$ cat config.mk
export PLATFORM = sky130hd
export DESIGN_NAME = hls_deadlock_report_collector
export DESIGN_NICKNAME = d
export VERILOG_FILES = /design/src/rtl/hls_deadlock_report_collector.sv
export SDC_FILE = /design/constraint.sdc
export NUM_CORES = 1
export LEC_CHECK = 0
export CORE_MARGIN = 5
export CORE_UTILIZATION = 60
export DETAILED_ROUTE_END_ITERATION = 12
export DONT_BUFFER_PORTS = 1
export PLACE_DENSITY = 0.76
export SLEW_MARGIN = 15
export SYNTH_ARGS = -nofsm -noshare
export SYNTH_HDL_FRONTEND = slang
export SYNTH_SLANG_ARGS = --single-unit
export TNS_END_PERCENT = 5
$ cat constraint.sdc
create_clock -name clock -period 9.6 [get_ports clock]
set_input_delay 1.44 -clock clock [delete_from_list [all_inputs] [get_ports clock]]
set_output_delay 1.44 -clock clock [all_outputs]
set_load 0.1 [all_outputs]
$ cat src/rtl/hls_deadlock_report_collector.sv
// Deadlock report collector: filters monitor block flags, latches
// confirmed deadlocks and serializes one timestamped report per monitor.
module hls_deadlock_report_collector #(
    parameter int NUM_MON        = 4,
    parameter int CONFIRM_CYCLES = 16,
    parameter int CNT_W          = 8,
    localparam int IDX_W = (NUM_MON > 1) ? $clog2(NUM_MON) : 1
) (
    input  logic               clock,
    input  logic               reset,
    input  logic [NUM_MON-1:0] block_in,
    input  logic               clear,
    output logic               deadlock_any,
    output logic [NUM_MON-1:0] confirmed,
    output logic               report_valid,
    input  logic               report_ready,
    output logic [IDX_W-1:0]   report_idx,
    output logic [31:0]        report_time
);

    localparam logic [CNT_W-1:0] LAST = CNT_W'(CONFIRM_CYCLES - 1);

    typedef enum logic {
        IDLE,
        SEND
    } state_t;

    state_t             state;
    state_t             state_nx;
    logic [31:0]        cyc_cnt;
    logic [CNT_W-1:0]   cnt [NUM_MON];
    logic [31:0]        ts  [NUM_MON];
    logic [NUM_MON-1:0] pending;
    logic [NUM_MON-1:0] pending_nx;
    logic [NUM_MON-1:0] confirmed_nx;
    logic [NUM_MON-1:0] hit;
    logic [NUM_MON-1:0] fly;
    logic [IDX_W-1:0]   sel_idx;
    logic [31:0]        sel_time;
    logic               load;
    logic               hs;

    // hit: this cycle completes the run; fly: bit of the report on the wire
    always_comb begin
        hit = '0;
        fly = '0;
        for (int i = 0; i < NUM_MON; i++) begin
            hit[i] = block_in[i] && !confirmed[i] && (cnt[i] == LAST);
            fly[i] = (state == SEND) && (report_idx == IDX_W'(i));
        end
    end

    always_comb begin
        sel_idx  = '0;
        sel_time = '0;
        for (int i = NUM_MON - 1; i >= 0; i--) begin
            if (pending[i]) begin
                sel_idx  = IDX_W'(i);
                sel_time = ts[i];
            end
        end
    end

    assign load = (state == IDLE) && (|pending) && !clear;
    assign hs   = (state == SEND) && report_ready;

    always_comb begin
        state_nx = state;
        case (state)
            IDLE:    if (load) state_nx = SEND;
            SEND:    if (report_ready) state_nx = IDLE;
            default: state_nx = IDLE;
        endcase
    end

    // clear drops everything except the report already in flight
    always_comb begin
        pending_nx   = pending & ~(hs ? fly : '0);
        confirmed_nx = confirmed | hit;
        if (clear) begin
            pending_nx   = pending_nx & fly;
            confirmed_nx = '0;
        end else begin
            pending_nx = pending_nx | hit;
        end
    end

    always_ff @(posedge clock) begin
        if (reset) begin
            state        <= IDLE;
            cyc_cnt      <= '0;
            pending      <= '0;
            confirmed    <= '0;
            deadlock_any <= 1'b0;
            report_valid <= 1'b0;
            report_idx   <= '0;
            report_time  <= '0;
            for (int i = 0; i < NUM_MON; i++) begin
                cnt[i] <= '0;
                ts[i]  <= '0;
            end
        end else begin
            state        <= state_nx;
            cyc_cnt      <= cyc_cnt + 32'd1;
            pending      <= pending_nx;
            confirmed    <= confirmed_nx;
            deadlock_any <= |confirmed;
            for (int i = 0; i < NUM_MON; i++) begin
                if (clear || !block_in[i]) begin
                    cnt[i] <= '0;
                end else if (!confirmed[i]) begin
                    cnt[i] <= cnt[i] + CNT_W'(1);
                end
                if (hit[i] && !clear) begin
                    ts[i] <= cyc_cnt;
                end
            end
            if (load) begin
                report_valid <= 1'b1;
                report_idx   <= sel_idx;
                report_time  <= sel_time;
            end else if (hs) begin
                report_valid <= 1'b0;
            end
        end
    end

endmodule

# Yosys cells after proc, flatten, opt, wreduce, memory -nomap -nowiden
# Memories as Yosys holds them, arrays and structs flattened.
# Cells that the tools add are included.
[totals]
regBits = 77
out_inout_bits = 40
n_memories = 2
inputBits = 8
ram_bits = 160
[mem_list]
columns = ["memory", "words", "word_bits", "rd", "rd_ports_with_merged_regs", "write_ports", "line", "rtl"]
rows = [
  ["ts", 4, 32, 4, 0, 4, "32", "logic [31:0] ts [NUM_MON];"],
  ["cnt", 4, 8, 4, 0, 4, "31", "logic [CNT_W-1:0] cnt [NUM_MON];"],
]
[op_classes]
bitwise = 18
n_addsub = 5
n_eq_ne = 7
reduce_logical = 37
muxes = 69
[ops]
columns = ["cell", "count"]
rows = [
  ["$mux W32", 8],
  ["$mux W8", 8],
  ["$mux W1", 46],
  ["$add A32 B1 Y32 const B", 1],
  ["$add A8 B1 Y8 const B", 4],
  ["$eq A8 B4 Y1 const B", 4],
  ["$logic_and A1 B1 Y1", 19],
  ["$or A1 B1 Y1", 12],
  ["$logic_not A1 Y1", 9],
  ["$and A4 B4 Y4", 2],
  ["$mux W2", 4],
  ["$mux W4", 2],
  ["$or A4 B4 Y4", 2],
  ["$reduce_or A4 Y1", 2],
  ["$eq A2 B2 Y1 const B", 2],
  ["$logic_or A1 B1 Y1", 4],
  ["$not A4 Y4", 1],
  ["$eq A2 B1 Y1 const B", 1],
  ["$logic_not A2 Y1", 1],
  ["$pmux W1 S2", 1],
  ["$reduce_bool A2 Y1", 1],
  ["$reduce_or A2 Y1", 1],
  ["$not A1 Y1", 1],
]

# Logic depth before layout (Yosys ltp)
[depth]
depth_word = 8
depth_mapped = 7
ltp_nobuf = 5

# Worst setup path after synthesis
# OpenSTA, ideal clock, no wires.
[synth_path]
kind = "input port to flip-flop"
from = "in clear"
to = "mem ts[0][0] (enable)"
setup_slack_ns = 3.924
arrival_time_ns = 5.166
t_required_ns = 9.089
setup_ns = 0.511
path_stages = 3
path_cell_list = "buf_2 > nand2b_1 > o41ai_1"
[synth_lines]
columns = ["element", "line", "rtl"]
rows = [
  ["start, declared", "12", "input logic clear,"],
  ["end, declared", "32", ""],
]

# Final worst setup path
[layout_path]
from = "reg report_idx[0]"
to = "out report_idx[0]"
[layout_lines]
columns = ["element", "line", "rtl"]
rows = [
  ["start, declared", "17", "output logic [IDX_W-1:0] report_idx,"],
  ["start signal, assigned", "120", "report_idx <= sel_idx;"],
]
# No word-level cell between the ends.

==> summary.md <==
| Metric | Value |
|---|---|
| DP Area | 0.01029 sq mm |
| First-pass GRT wire length | 35840 um |
| Final Cycle Share | 31.42% |
| Post-synthesis compound-gate area fraction | 10.13% |
| Distinct cells, synth | 50 |
| Via count | 6958 |
| Clk_skew | 0.01278 ns |
| Layout cell share with drive strength beyond 1 | 8.124% |
| PwrDens | 187.6 mW/mm^2 |
| Synth Area in XOR/XNOR | 2.753% |
| Post-synth EDFFs | 160 |
| Area grow syn2layout | 9.353% |
| Outcome | completed |
| Rel. slew slack | 20.32% |
| Clock Pin Slew Worst Setup and Hold Paths | 0.06 ns |
| Total power | 2.088 mW |
| Leak Pwr | 3.848 nW |
| Worst Tran Pin Value | 1.194 ns |
| CP Data Arrival Time | 1.58 ns |
| Hold_buf cts | 0 |
| CTS resizes | 0 |
| Setup Buffers After CTS | 0 |
| Setup TNS | 0 ns |
| Total CTS buffers | 25 |
| Fin nets | 869 |
| Site Rows | 47 |
| Final RePlAce weighted congestion | 0.8700 |
| Die area | 0.01967 sq mm |
| CTS H-tree lvls | 1 |
| Clock root cell | clkbuf_16 |
| Synth top area cells | edfxtp_1, dfxtp_1, and2_1 |
| WP data required | 8.16 ns |
| Synth warn | 0 |
| Post-synthesis simple-gate area fraction | 20.49% |
| Port Buf Inserts | 0 |
| Final Hold Fails | 0 |
| Async set-reset flop share out of synthesis | 0% |
| Yosys top cell by area | edfxtp_1 |
| Syn_area_per_cell | 11.62 sq um |
| CTS tree | built |
| Synth Cell Area | 0.01018 sq mm |
| Synth cell count leaders | edfxtp_1, and2_1, dfxtp_1 |
| Initial DRC Count | 498 |
| Vias per inst | 6.360 |
| Gr usage total | 22.48% |
| RSZ-0062 raised after global routing | no |
| First-pass iteration count of the detailed router | 5 |
| Final core utilization | 66.89% |
| Remaining antenna violation count after routing | 0 |
| DR WL/cell | 20.34 um |
| Final Critical Period | 3.016 ns |
| Number of max-cap violations | 0 |
| Fin area | 0.01113 sq mm |
| Starting density of the core | 61.17% |
| Chip width | 140.3 um |
| Sequential area share after synthesis | 62.34% |
| Clock Sinks | 237 |
| Global route overflow | 0 |
| Hpwl dp | 13450 um |
| Setup crit end kind | output pin |
| Vias in the first global route | 6927 |
| Kind of critical path | flip-flop to output pin |
| Mux contribution to synthesized area | 0.4056% |
| Synth top area share | 47.20% |
| Core Footprint | 0.01664 sq mm |
| Final Setup Violations | 0 |
| Largest family of logic cells by synthesized area | simple AND/OR/NAND/NOR gates |
| Hold crit path type | flip-flop to flip-flop |
| Largest net degree at the start of global routing | 95 |
| Die Ht | 140.3 um |
| Max VDD drop | 0.1382 mV |
| Slew Viols, Final | 0 |
| Clk_lat worst skew | 0.51 ns |
| Seq cells post-synth | 237 |
| Syn nets | 889 |
| Post-Route WL | 22250 um |
| Mapped Cells | 876 |
| # diodes | 0 |
| Worst setup SP type | flip-flop |
| Most numerous cell in the Yosys netlist | edfxtp_1 |
| Longest Clk Path Bufs | 3 |
| Peak Freq | 331.5 MHz |
| I/O pins | 48 |
| Initial antenna violation count | 0 |
| Synth Area in Adders | 0.6146% |
| Critical path peak fanout | 7 |
| Top_reg_cell synth | edfxtp_1 |
| # DRC | 0 |
[state kept, by name, summed over array words and instances, names as in the netlist]
name,flops
ts,128
cnt,32
cyc_cnt,32
report_time,32
confirmed,4
pending,4
report_idx,2
deadlock_any,1
report_valid,1
state,1
[placed cells by master (no fill, tap or decap), types with 9 or more instances in the layout]
| master | n |
|---|---|
| edfxtp_1 | 160 |
| and2_1 | 116 |
| dfxtp_1 | 77 |
| a21oi_1 | 55 |
| nand2_1 | 53 |
| nor2_1 | 49 |
| or3_1 | 42 |
| a221oi_1 | 33 |
| o22ai_1 | 32 |
| clkbuf_16 | 25 |
| nand3_1 | 24 |
| nor4_1 | 20 |
| xor2_1 | 17 |
| xnor2_1 | 15 |
| inv_1 | 13 |
| and3_1 | 13 |
| nand4_1 | 13 |
| buf_4 | 12 |
| or4_1 | 10 |
| o21ai_0 | 9 |
| o31ai_1 | 9 |
[worst reg2reg max path: cells and delay by family, from the launching register on]
family	cells	cell delay, ns
AO/OA/AOI/OAI	1	0.71
flip-flops	1	0.68
buffers and inverters	1	0.42
AND/OR/NAND/NOR	2	0.69
[cells by family (layout without fill, tap and decap cells)]
family	after synthesis	in the layout
AOI/OAI and AO/OA	155	155
xor gates and xnor gates	32	32
DFF	237	237
buffers and inverters	74	72
adders and majority gates	5	5
and+or+nand+nor	369	369
muxes	4	4
[final cells by class]
class / instances / area (sq um)
fillers: 1159 / 5510
clock buffers: 32 / 671.9
flip-flops and latches: 237 / 6346
multi-input cells: 565 / 3532
inverters: 13 / 48.80
repair buffers: 14 / 120.1
clock inverters: 13 / 137.6
well taps: 220 / 275.3
[routing by layer]
metal  vias up  wire length (um)  GRT usage [%]  part of all wire [%]
li1       3213                 -              -                     -
met1      3459              9582          31.10                    43
met2       226             10640          36.11                    48
met3        60              1309          4.090                   5.9
met4         0               718          7.751                   3.2
met5         -                 0              0                     0
[power breakdown]
part | internal, mW | switching [mW]
clock network | 0.573 | 0.378
logic | 0.00517 | 0.0182
registers | 1.11 | 0.00885
[through the flow]
| stage | setup WS (ns) | hold WS, ns | instances |
|---|---|---|---|
| 2_1_floorplan | 3.924 | 0.4548 | 876 |
| 3_3_place_gp | 6.229 | 0.4651 | 1047 |
| 3_5_place_dp | 6.138 | 0.4856 | 1047 |
| 4_1_cts | 6.571 | 0.4929 | 1092 |
| 5_1_grt | 6.527 | 0.5290 | 1094 |
| 6_report | 6.584 | 0.4974 | 1094 |
[worst paths after layout]
check	end	slack [ns]	cells past startpoint	startpoint
min	cyc_cnt[18]$_SDFF_PP0_	0.50	2	cyc_cnt[18]$_SDFF_PP0_
max	report_idx[0]	6.58	0	report_idx[0]$_SDFFE_PP0P_
min reg2reg	cyc_cnt[18]$_SDFF_PP0_	0.50	2	cyc_cnt[18]$_SDFF_PP0_
max reg2reg	ts[1][19]$_SDFFCE_PN0P_	6.77	4	confirmed[1]$_SDFF_PP0_
Note: power is estimated with default switching activity, not from simulation.
